$ cat src/rtl/abc_arbiter.sv
// Round-robin arbiter sharing one abc datapath among NREQ requesters, with ID-tagged responses.
// Optional ABC_ARB_STATS_EN adds a saturating 16-bit grant counter output (grant_cnt).
module abc_arbiter #(
    parameter int unsigned NREQ = 4,
    parameter int unsigned IDW  = 2,
    parameter int unsigned LAT  = 2
) (
    input  logic            clock,
    input  logic            reset,
    input  logic [NREQ-1:0] req,
    input  logic [NREQ-1:0] op_a,
    input  logic [NREQ-1:0] op_b,
    output logic [NREQ-1:0] gnt,
    output logic            abc_data1,
    output logic            abc_data2,
    input  logic            abc_out,
`ifdef ABC_ARB_STATS_EN
    output logic [15:0]     grant_cnt,
`endif
    output logic            rsp_valid,
    output logic [IDW-1:0]  rsp_id,
    output logic            rsp_data
);

    localparam int unsigned STAGES = LAT + 1;

    logic [NREQ-1:0]            gnt_q, gnt_d;
    logic                       d1_q, d1_d;
    logic                       d2_q, d2_d;
    logic [IDW-1:0]             ptr_q, ptr_d;
    logic [STAGES-1:0]          vld_q;
    logic [STAGES-1:0][IDW-1:0] id_q;

    logic [NREQ-1:0] elig_c;
    logic            found_c;
    logic [IDW-1:0]  win_c;
    logic [IDW-1:0]  cand_c;

    // Last cycle's grant doubles as the mask, so a winner sits out exactly one edge.
    assign elig_c = req & ~gnt_q;

    // Rotating search starting just after the last winner.
    always_comb begin
        found_c = 1'b0;
        win_c   = '0;
        cand_c  = '0;
        for (int unsigned i = 1; i <= NREQ; i++) begin
            cand_c = IDW'((32'(ptr_q) + i) % NREQ);
            if (!found_c && elig_c[cand_c]) begin
                found_c = 1'b1;
                win_c   = cand_c;
            end
        end
    end

    always_comb begin
        gnt_d = '0;
        d1_d  = 1'b0;
        d2_d  = 1'b0;
        ptr_d = ptr_q;
        if (found_c) begin
            gnt_d[win_c] = 1'b1;
            d1_d         = op_a[win_c];
            d2_d         = op_b[win_c];
            ptr_d        = win_c;
        end
    end

    always_ff @(posedge clock or posedge reset) begin
        if (reset) begin
            gnt_q <= '0;
            d1_q  <= 1'b0;
            d2_q  <= 1'b0;
            ptr_q <= IDW'(NREQ - 1);
        end else begin
            gnt_q <= gnt_d;
            d1_q  <= d1_d;
            d2_q  <= d2_d;
            ptr_q <= ptr_d;
        end
    end

    // Valid/ID tracker, aligned with the datapath latency; never stalls.
    always_ff @(posedge clock or posedge reset) begin
        if (reset) begin
            vld_q <= '0;
            id_q  <= '0;
        end else begin
            vld_q <= {vld_q[STAGES-2:0], found_c};
            id_q  <= {id_q[STAGES-2:0], win_c};
        end
    end

`ifdef ABC_ARB_STATS_EN
    logic [15:0] grant_cnt_q, grant_cnt_d;

    always_comb begin
        grant_cnt_d = grant_cnt_q;
        if (found_c && (grant_cnt_q != 16'hFFFF)) begin
            grant_cnt_d = grant_cnt_q + 16'd1;
        end
    end

    always_ff @(posedge clock or posedge reset) begin
        if (reset) begin
            grant_cnt_q <= 16'd0;
        end else begin
            grant_cnt_q <= grant_cnt_d;
        end
    end

    assign grant_cnt = grant_cnt_q;
`endif

    assign gnt       = gnt_q;
    assign abc_data1 = d1_q;
    assign abc_data2 = d2_q;
    assign rsp_valid = vld_q[STAGES-1];
    assign rsp_id    = id_q[STAGES-1];
    assign rsp_data  = abc_out;

endmodule

$ cat config.mk
export PLATFORM = sky130hd
export DESIGN_NAME = abc_arbiter
export DESIGN_NICKNAME = d
export VERILOG_FILES = /design/src/rtl/abc_arbiter.sv
export SDC_FILE = /design/constraint.sdc
export NUM_CORES = 1
export LEC_CHECK = 0
export CORE_MARGIN = 2
export CORE_UTILIZATION = 43
export DETAILED_ROUTE_END_ITERATION = 12
export PLACE_DENSITY = 0.84
export SETUP_SLACK_MARGIN = 0.4
export SYNTH_ARGS = -nofsm -noshare
export SYNTH_HDL_FRONTEND = slang
export SYNTH_SLANG_ARGS = --single-unit
$ cat constraint.sdc
create_clock -name clock -period 2.12 [get_ports clock]
set_clock_uncertainty 0.15 [all_clocks]
set_input_delay 0.318 -clock clock [delete_from_list [all_inputs] [get_ports clock]]
set_output_delay 0.318 -clock clock [all_outputs]
set_load 0.03 [all_outputs]
# [Word-level counts from Yosys, hierarchy flattened]
# Index checks and enable logic that the tools add are counted.
[op_classes] addsub=4 n_lt_le_gt_ge=6 n_mux=25 bitwise_logic=2 n_reduce_logical=7
[ops] operator="$lt A2 B3 Y1 const B" n=5
[ops] operator="$mux W1" n=13
[ops] operator="$bmux W1 S2" n=6
[ops] operator="$mux W2" n=4
[ops] operator="$add A2 B1 Y2 const B" n=2
[ops] operator="$add A2 B2 Y2 const B" n=2
[ops] operator="$and A4 B4 Y4" n=1
[ops] operator="$logic_and A1 B1 Y1" n=4
[ops] operator="$mux W4" n=1
[ops] operator="$not A4 Y4" n=1
[ops] operator="$logic_not A1 Y1" n=3
[ops] operator="$demux W1 S2" n=1
[ops] operator="$ge A2 B1 Y1 const B" n=1
[word_totals] ff_bits=17 in_bits=15 elab_cells=52

# [Depth between registers and ports, before layout]
[logic_depth] depth_word=19 depth_mapped=5

# [Worst setup path after synthesis]
# Ideal clock, no wire load.
[synth_path] kind="register -> register" startpoint="register gnt_q[0] (netlist: gnt[0])" endpoint="register d1_q (netlist: abc_data1)" t_arrival_ps=1664 t_required_ps=1880 slack_ps=216 path_stages_with_launch=6 path_buffers=0 period_less_slack_ps=1904 path_cell_list="dfrtp_1 -> nand2b_2 -> a311oi_2 -> o21ai_2 -> or4b_1 -> o221ai_1"
[synth_between] elab_chain_cells=17 elab_cells_between_ends=27
[synth_lines] item="from (decl)" line="27" source="logic [NREQ-1:0] gnt_q, gnt_d;"
[synth_lines] item="from (signal assigned)" line="76" source="gnt_q <= gnt_d;"
[synth_lines] item="$not A4 Y4 (*)" line="40" source="assign elig_c = req & ~gnt_q;"
[synth_lines] item="$and A4 B4 Y4 (*)" line="40"
[synth_lines] item="$bmux W1 S2" line="49" source="if (!found_c && elig_c[cand_c]) begin"
[synth_lines] item="$mux W1 (implied by the code)" line="49"
[synth_lines] item="$mux W1" line="49"
[synth_lines] item="$logic_not A1 Y1" line="49"
[synth_lines] item="$logic_and A1 B1 Y1" line="49"
[synth_lines] item="$mux W1" line="49"
[synth_lines] item="(+2 left out)"
[synth_lines] item="$mux W1" line="49"
[synth_lines] item="$logic_not A1 Y1" line="49"
[synth_lines] item="$logic_and A1 B1 Y1" line="49"
[synth_lines] item="$mux W2" line="49"
[synth_lines] item="$bmux W1 S2" line="63" source="d1_d = op_a[win_c];"
[synth_lines] item="$mux W1 (implied by the code)" line="63"
[synth_lines] item="$mux W1 (*)" line="61" source="if (found_c) begin"
[synth_lines] item="net d1_d" line="28" source="logic d1_q, d1_d;"
[synth_lines] item="to (signal assigned)" line="72" source="d1_q <= 1'b0;"
[synth_lines] item="to (signal assigned)" line="77" source="d1_q <= d1_d;"
[synth_lines] item="to (decl)" line="28"
# The timed path passes the listed nets; every way through them passes the cells marked *. The select of a mux whose other input is x is not followed.
# A chain may end at the register's enable or synchronous reset.

# [Worst setup path in the final report]
[layout_path] startpoint="input req[1]" endpoint="register d1_q (netlist: abc_data1)"
[layout_between] elab_chain_cells=16 elab_cells_between_ends=26
[layout_lines] item="from (decl)" line="10" source="input logic [NREQ-1:0] req,"
[layout_lines] item="$and A4 B4 Y4 (*)" line="40"
[layout_lines] item="$bmux W1 S2" line="49"
[layout_lines] item="$mux W1 (implied by the code)" line="49"
[layout_lines] item="$mux W1" line="49"
[layout_lines] item="$logic_not A1 Y1" line="49"
[layout_lines] item="$logic_and A1 B1 Y1" line="49"
[layout_lines] item="$mux W1" line="49"
[layout_lines] item="$logic_not A1 Y1" line="49"
[layout_lines] item="$logic_and A1 B1 Y1" line="49"
[layout_lines] item="$mux W1" line="49"
[layout_lines] item="$logic_not A1 Y1" line="49"
[layout_lines] item="$logic_and A1 B1 Y1" line="49"
[layout_lines] item="$mux W2" line="49"
[layout_lines] item="$bmux W1 S2" line="63"
[layout_lines] item="$mux W1 (implied by the code)" line="63"
[layout_lines] item="$mux W1 (*)" line="61"
[layout_lines] item="net d1_d" line="28"
# Marks and branches as above.

==> flow_summary.toml <==
[pwr]
power_leakage_uw = 0.000472
ir_drop_uv = 623
p_total_uw = 1520
power_density_mw_per_mm2 = 1450

[critical_path]
worstPathCellList = "clkdlybuf4s50_1 -> nor3b_2 -> a211oi_2 -> o21ai_2 -> buf_4 -> mux2i_1 -> o221ai_1"
start_kind = "primary input"
slowest_stage = "clkdlybuf4s50_1"
critPathRequiredTime_ns = 2.15
r2r_setup_slack_ns = 0.30
cp_max_fo = 5
worstSetupPathType = "primary input to flop"
crit_buf_inv = 2
r2r_start = "ptr_q[1]$_DFFE_PP1P_"
crit_path_end_kind = "flop"
worst_ep_arrival_time_ns = 1.90
path_delay_family = "buffers and inverters"
worstRegToRegCells = 5
cp.depth = 7
critPathMaxStageDelay_ns = 0.52
timing.rr.end = "abc_data2$_DFF_PP0_"

[hold_path]
hold_depth = 0
hold_path.class = "flop to flop"
hold_path_end = "rsp_id[0]$_DFF_PP0_"
hp-start = "id_q[2]$_DFF_PP0_"

[drt]
routed_wl_um = 1550
drt-wirelength-per-cell_um = 14.2
drc = 0
dr.first_iter.drc_count = 9
drt-pass1-iter-count = 4
postRouteAntennaNets = 0
vias = 569
drt-vias-per-instance = 5.22

[floorplanning]
die_area_mm2 = 0.00202
core.rowCount = 14
start_util_pct = 46.8
die_y_um = 44.9
core-area_mm2 = 0.00154
io_pins = 25
die-width_um = 44.9

[logic_synthesis]
synth_nets = 77
synth_cells = 62
ys_ff_latch = 17
synth_area_um2 = 721
synth-edff-count = 0
async_reset_ff_share_pct = 100
synth-seq-area-share_pct = 59.4
ys_warn_count = 0
synthDistinctLibCells = 24
synth-main-ff-cell = "dfrtp_1"
avgSynthCellArea_um2 = 11.6

[clock_tree]
cts_tree = "yes"
clockBufferDepth = 2
htreeDepth = 1
clk_latency_ns = 0.30
path_clk_slew_ns = 0.10
cts_inserted_buffers = 3
cts_root_buf = "clkbuf_4"
cts_sinks = 17

[grt]
grt.overflow.total = 0
antenna_found_initial = 0
track_usage_pct = 16.2
grt_pass1_wl_um = 2230
grt_max_degree = 18
grt_pass1_vias = 550

[status]
status = "finished clean"

[timing]
worstMarginPinSlew_ns = 0.616
fin_crit_ns = 1.87
max-slew-margin-rel_pct = 58.9
setup_violations = 0
hold_violations = 0
rsz0062_at_grt = "true"
fin_crit_sh_pct = 88.3
maxSlewViolCount = 0
timing.fmax_ghz = 0.534
final.setup.tns_ns = 0

[job]
drv_cap = 0

[placement]
place.gp.congestion = 0.824
port_buffers = 22
dpl.hpwl_um = 1030

[cells_and_area]
area_growth_pct = 45.0
layout-drive-gt1-share_pct = 28.0
layout_common_cells = "13 x dfrtp_1, 13 x clkdlybuf4s50_1, 9 x dlygate4sd2_1"
antennaDiodeCount = 0
num-fill-cells = 126
final_nets = 109
[worst register-to-register path, stage by stage (launching register included)]
cell and delay (ns):
dfstp_2 0.56, inv_1 0.06, a311oi_2 0.26, o21ai_2 0.14, or4b_1 0.49, o221ai_1 0.08
[where the power goes]
group	leakage [uW]	switching, uW	internal (uW)
sequential	0.000194	70.2	478
combinational	0.000263	438	344
clock	0.0000139	113	72.0
[sequential cells by signal (all words and copies together), names as in the netlist]
| name | flops |
|---|---|
| gnt | 4 |
| id_q | 4 |
| rsp_id | 2 |
| vld_q | 3 |
| abc_data2 | 1 |
| ptr_q | 2 |
| abc_data1 | 1 |
[cell type report]
| cell class | count | area [um2] | share of cell area, % |
|---|---|---|---|
| inverters | 6 | 22.5 | 2.16 |
| clock inverters | 1 | 7.51 | 0.719 |
| repair buffers | 30 | 269 | 25.7 |
| flip-flops and latches | 17 | 430 | 41.2 |
| multi-input cells | 36 | 273 | 26.1 |
| clock buffers | 3 | 22.5 | 2.16 |
| well taps | 16 | 20.0 | 1.92 |
[what timing repair did]
| action | CTS | global route |
|---|---|---|
| resized for setup | 9 | 5 |
| hold buffers | 0 | 0 |
| endpoints found under the setup margin | 11 | 6 |
| setup buffers | 1 | 4 |
| pin swaps | 1 | 3 |
| endpoints found under the hold margin | 0 | 0 |
[logic make-up (layout without fill, tap and decap cells)]
group                  count (synthesis)  in the layout  synth area share (%)
AND/OR/NAND/NOR                       23             23                  19.4
flip-flops                            17             17                  59.4
AO/OA/AOI/OAI                         11             11                  12.2
buffers and inverters                  9             40                  6.25
multiplexers                           2              2                  2.78
[layer usage]
metal,part of all wire [%],vias to the layer above,global-route usage (%)
met2,50,22,27.1
met5,0,-,0
li1,-,275,-
met4,4.2,0,12.4
met1,40,265,17.7
met3,5.9,7,3.60
[stage by stage]
stage / utilization, % / worst slack, ns / instance area (um2) / hold slack (ns) / instances
floorplan: - / 0.318 / 728 / 0.0925 / 62
global placement: 62.8 / -0.0223 / 968 / 0.182 / 100
detailed placement: 62.8 / -0.0813 / 968 / 0.186 / 100
CTS: 64.5 / 0.230 / 995 / 0.209 / 105
global route: 67.8 / 0.184 / 1040 / 0.218 / 109
finish: 67.8 / 0.249 / 1040 / 0.209 / 109
[how the worst max path moves through the flow]
stage | startpoint | to
6_report | req[1] | abc_data1$_DFF_PP0_
5_1_grt | req[1] | abc_data1$_DFF_PP0_
4_1_cts | req[3] | abc_data2$_DFF_PP0_
3_5_place_dp | req[3] | abc_data2$_DFF_PP0_
3_3_place_gp | req[3] | abc_data1$_DFF_PP0_
2_1_floorplan | gnt[0]$_DFF_PP0_ | abc_data1$_DFF_PP0_
[cell usage after synthesis (all sizes together), types with 2 or more instances]
library cell  count  share of area (%)
mux2i             2                2.8
and2              2                1.7
nor2              4                2.1
nand3             2                1.4
dfrtp            15                 52
nand2             6                3.1
or4b              2                2.8
dfstp             2                7.3
buf               3                3.1
nor3b             2                3.5
nand2b            3                3.0
inv               6                3.1
o21ai             4                3.3
o221ai            2                2.4
Power figures use the tool's default switching activity.
==> variant 1 (config.mk and constraints unchanged) <==
Add a define of `ABC_ARB_STATS_EN`.
--- a/src/rtl/abc_arbiter.sv
+++ b/src/rtl/abc_arbiter.sv
@@ -1,5 +1,7 @@
 // Round-robin arbiter sharing one abc datapath among NREQ requesters, with ID-tagged responses.
 // Optional ABC_ARB_STATS_EN adds a saturating 16-bit grant counter output (grant_cnt).
+`define ABC_ARB_STATS_EN
+
 module abc_arbiter #(
     parameter int unsigned NREQ = 4,
     parameter int unsigned IDW  = 2,
Check against the original RTL (old outputs only; new: grant_cnt): equivalent (Yosys induction, for registers that start in step).
==> variant 1 against the original RTL <==
Via count increased to 2.8 times the old value; worst setup slack worse by 0.068 ns; synthesized area is 120% higher; final area rose to 2.6 times the old value; sequential cell count is 16 higher; routed wire length rose to 3.9 times the old value; critical path depth down 3; non-clock buffer count rose by 49; global-route usage grew 10 points; power up 140%; count of clock-buffer cells in the layout up 4; critical endpoint is now grant_cnt[11]$_DFFE_PP0P_; fmax decreased by 3.5%; critical path type is now register to register.
==> variant 1: results (changes against the original RTL) <==
[run_status]
status=finished clean

[placed_design]
gp_congestion=0.921  ; +12%
dpl.cell_count=232  ; +130%
port-buffer-count=38  ; +73%
place_ws_ns=-0.218  ; -0.137 ns
place_hpwl_um=2970  ; +190%
placed_area_mm2=0.00208  ; +120%

[clock_tree]
clockRootBuffer=clkbuf_8
h-tree-depth=2  ; +1
path_clk_slew_ns=0.07  ; -0.03 ns

[synthesis]
ys_seq_area_frac=0.522  ; -0.0717
syn-num-nets=156  ; +100%
synth_commonest_cells=dfrtp_1 (31), nor3_1 (11), xor2_1 (9), inv_1 (8)
synthCells=140  ; +130%
synthTopCellsByArea=dfrtp_1 (49%), xor2_1 (5.0%), nor3_1 (3.5%)

[global_route]
grt_max_degree=34  ; +16
gr-usage-met1=0.278  ; +0.102
grt_pass1_wl_um=8160  ; +270%
grt_pass1_vias=1633  ; +200%
globalRouteMet3Util=0.0625  ; +0.0265
grt_use_total=0.262  ; +0.100

[cells_and_area]
finalNetCount=237  ; +120%
drive_gt1_frac=0.482  ; +0.202

[drt]
met3WireLength_um=335  ; +260%
drt_wl_total_um=5990  ; +290%
viasPerCell=5.90  ; +13%
drt_iter0_drc=137  ; +128
post_drt_wl_per_cell_um=22.2  ; +56%
wl_met1_um=2300  ; +270%

[power_and_ir_drop]
p_int_w=0.00207  ; +130%
power_leakage_nw=1.23  ; +160%

[setup_path]
r2r_start=grant_cnt[6]$_DFFE_PP0P_
crit_slowest_cell=or4b_4
crit_arrival_ns=1.98  ; +0.08 ns

## variant 1: final timing paths
check,to,slack [ns],depth (start not counted)
setup / recovery,grant_cnt[11]$_DFFE_PP0P_,0.18,4
hold / removal,rsp_id[1]$_DFF_PP0_,0.20,0
setup reg to reg,grant_cnt[11]$_DFFE_PP0P_,0.18,4
hold reg to reg,rsp_id[1]$_DFF_PP0_,0.20,0
max in group asynchronous,ptr_q[1]$_DFFE_PP1P_,1.22,3
min in group asynchronous,grant_cnt[11]$_DFFE_PP0P_,0.25,3
## variant 1: cell families (layout without fill, tap and decap cells)
kind of cell | after synthesis | after routing | share of synthesized area
buf+inv | 14 | 96 | 0.0457
fa+ha+maj | 1 | 1 | 0.00789
compound gates | 20 | 20 | 0.101
simple gates | 57 | 57 | 0.235
mux | 2 | 2 | 0.0166
xor+xnor | 13 | 13 | 0.0718
flops | 33 | 33 | 0.522
## variant 1: power by group through the flow
stage / Combinational (W) / Clock, W / Sequential [W]
6_report: 0.00199 / 0.000533 / 0.00112
5_1_grt: 0.00207 / 0.000565 / 0.00114
4_1_cts: 0.00154 / 0.000519 / 0.00108
3_5_place_dp: 0.00129 / 0 / 0.00110
3_3_place_gp: 0.00124 / 0 / 0.00108
2_1_floorplan: 0.000557 / 0 / 0.00132
## variant 1: timing repair
action                                  in CTS  in global routing
gates resized for setup                     72                 30
setup buffers                               12                 18
pin swaps                                   17                 20
endpoints found under the setup margin      46                 25
## variant 1: worst register-to-register path: stages (launching register included)
cell     delay [ns]
dfrtp_2        0.40
and4_1         0.25
nand3_1        0.15
or4b_4         0.57
mux2_4         0.31
## variant 1: layout make-up
type	count	area (um2)
multi-input cells	93	973
fillers	208	887
flip-flops and latches	33	843
repair buffers	79	702
clock buffers	7	96.3
well taps	48	60.1
inverters	9	38.8
clock inverters	1	5.00
==> variant 2 (same settings) <==
Without the edit above. Take the reset off `id_q` and load it in a clocked block of its own.
--- a/src/rtl/abc_arbiter.sv
+++ b/src/rtl/abc_arbiter.sv
@@ -84,11 +84,13 @@
     always_ff @(posedge clock or posedge reset) begin
         if (reset) begin
             vld_q <= '0;
-            id_q  <= '0;
         end else begin
             vld_q <= {vld_q[STAGES-2:0], found_c};
-            id_q  <= {id_q[STAGES-2:0], win_c};
         end
+    end
+
+    always_ff @(posedge clock) begin
+        id_q <= {id_q[STAGES-2:0], win_c};
     end
 
 `ifdef ABC_ARB_STATS_EN
Function: changed (Yosys sat finds a counterexample within 4 cycles, from zero or initial values and one cycle with reset high).
==> variant 2 against the original RTL <==
Worst setup slack got worse by 0.024 ns; critical path depth fell by 2; synthesized area fell by 4.2%; critical endpoint is now abc_data2$_DFF_PP0_; power fell by 4.2%; final area fell by 5.1%; first-iteration DRC count fell by 44%; register-to-register slack got worse by 0.08 ns; routed wire length fell by 8.0%; sequential cell count did not move.
==> variant 2: results (changes against the original RTL) <==
[setup_path]
crit_slowest_cell=or4b_4
cp_max_fo=6  ; +1
max_stage_delay_ns=0.54  ; +0.02 ns
reg2reg_slack_ns=0.22  ; -0.08 ns
cp_top_family=simple AND/OR/NAND/NOR gates
crit_arrival_ns=1.95  ; +0.05 ns
reg2reg_depth=5  ; unchanged
r2r_start=gnt[3]$_DFF_PP0_

[clock_tree]
cts_buffer_depth=2  ; unchanged
h-tree-depth=1  ; unchanged
path_clk_slew_ns=0.10  ; about the same
clock_latency_ns=0.28  ; -0.02 ns

[cells_and_area]
diodes=0  ; unchanged
finalNetCount=105  ; -3.7%
drive_gt1_frac=0.270  ; -0.00991

[global_route]
grt_use_total=0.165  ; +0.00275
antenna_found_initial=0  ; unchanged
grt_max_degree=12  ; -6
grt_pass1_wl_um=2350  ; +5.3%
grt_pass1_vias=567  ; +3.1%

[synthesis]
synth_compound_area_frac=0.127  ; +0.00528
ys_seq_area_frac=0.576  ; -0.0177
ys_types=25  ; +4.2%
synth_commonest_cells=dfrtp_1 (9), dfxtp_1 (6), inv_1 (6), nand2_1 (6), nor2_1 (4)
ys_async_sr_fraction=0.647  ; -0.353
synth-xor-area-share=0  ; unchanged
synthTopCellsByArea=dfrtp_1 (33%), dfxtp_1 (17%), dfstp_2 (7.6%)
synth_fa_ha_area_frac=0  ; unchanged
synthMuxAreaShare=0.0290  ; +0.00121

[hold_path]
hp-class=input port to async pin

[placed_design]
place_hpwl_um=1130  ; +9.5%
place_ws_ns=-0.0955  ; -0.0142 ns
dpl.cell_count=99  ; -1.0%
gp_congestion=0.758  ; -7.9%
port-buffer-count=22  ; unchanged

[power_and_ir_drop]
vdd_drop_max_mv=0.609  ; -2.1%
power_leakage_nw=0.440  ; -6.7%

[drt]
dr_total_vias=564  ; -0.88%
detail_route.first_pass.iterations=3  ; -1
post_drt_wl_per_cell_um=13.6  ; -4.5%
drt_iter0_drc=5  ; -4
drt_wl_total_um=1420  ; -8.0%

[sta]
slew_violations=0  ; unchanged
hold_viol_final=0  ; unchanged
slew_headroom=0.725  ; +0.136
worst_pin_slew_ns=0.412  ; -0.204 ns

[run_status]
status=finished clean

==> variant 2: worst max path at each step <==
stage                              start                   to  slack, ns  cells after the start
finish                  gnt[3]$_DFF_PP0_  abc_data2$_DFF_PP0_       0.22                      5
floorplan               gnt[0]$_DFF_PP0_  abc_data1$_DFF_PP0_       0.32                      5
global route        ptr_q[0]$_DFFE_PP1P_  abc_data2$_DFF_PP0_       0.17                      5
CTS                     gnt[3]$_DFF_PP0_  abc_data2$_DFF_PP0_       0.25                      5
detailed placement                req[3]  abc_data2$_DFF_PP0_       -0.1                      6
global placement                  req[3]  abc_data2$_DFF_PP0_      -0.02                      6
==> variant 2: area by class of cell <==
type                            count  area [um2]
Clock buffer                        3        22.5
Timing Repair Buffer               26         238
Sequential cell                    17         400
Tap cell                           16        20.0
Clock inverter                      1        5.00
Inverter                            6        22.5
Fill cell                         131         515
Multi-Input combinational cell     36         283
==> variant 2: cells by family (layout without fill, tap and decap cells) <==
group / count (synthesis) / count (layout)
buf+inv: 9 / 36
compound gates: 11 / 11
simple gates: 23 / 23
mux: 2 / 2
flops: 17 / 17
==> variant 2: repair_timing <==
| item | CTS | global route |
|---|---|---|
| gates cloned | 0 | 0 |
| resized for setup | 15 | 2 |
| setup buffers | 2 | 0 |
| pin swaps | 5 | 1 |
| setup endpoints to repair | 12 | 7 |
==> variant 2: worst register-to-register path, stage by stage, from the launching register on <==
cell and delay [ns]:
dfrtp_2 0.41, and2b_1 0.22, a211oi_2 0.28, o21ai_2 0.16, or4b_4 0.54, o221ai_2 0.07
==> variant 2: report_power, final <==
group          switching [W]  internal (W)
Clock              0.0000969     0.0000698
Sequential         0.0000682      0.000479
Combinational       0.000431      0.000306
Total               0.000596      0.000855
==> variant 2: per-stage QoR <==
stage / setup TNS [ns] / hold WS [ns] / instance area [um2] / total power [W]
final: 0 / 0.161 / 991 / 0.00145
after global routing: 0 / 0.182 / 991 / 0.00155
after CTS: 0 / 0.172 / 985 / 0.00145
after detailed placement: -0.162 / 0.164 / 931 / 0.00127
after global placement: -0.0303 / 0.161 / 931 / 0.00123
after floorplan: 0 / 0.0189 / 698 / 0.00101
==> variant 2: per-layer routing <==
metal | vias to the layer above | track usage | share of wire
met5 | - | 0 | 0
met4 | 0 | 0.0545 | 0.022
met3 | 4 | 0.0286 | 0.043
met2 | 20 | 0.315 | 0.55
met1 | 275 | 0.182 | 0.38
li1 | 265 | - | -
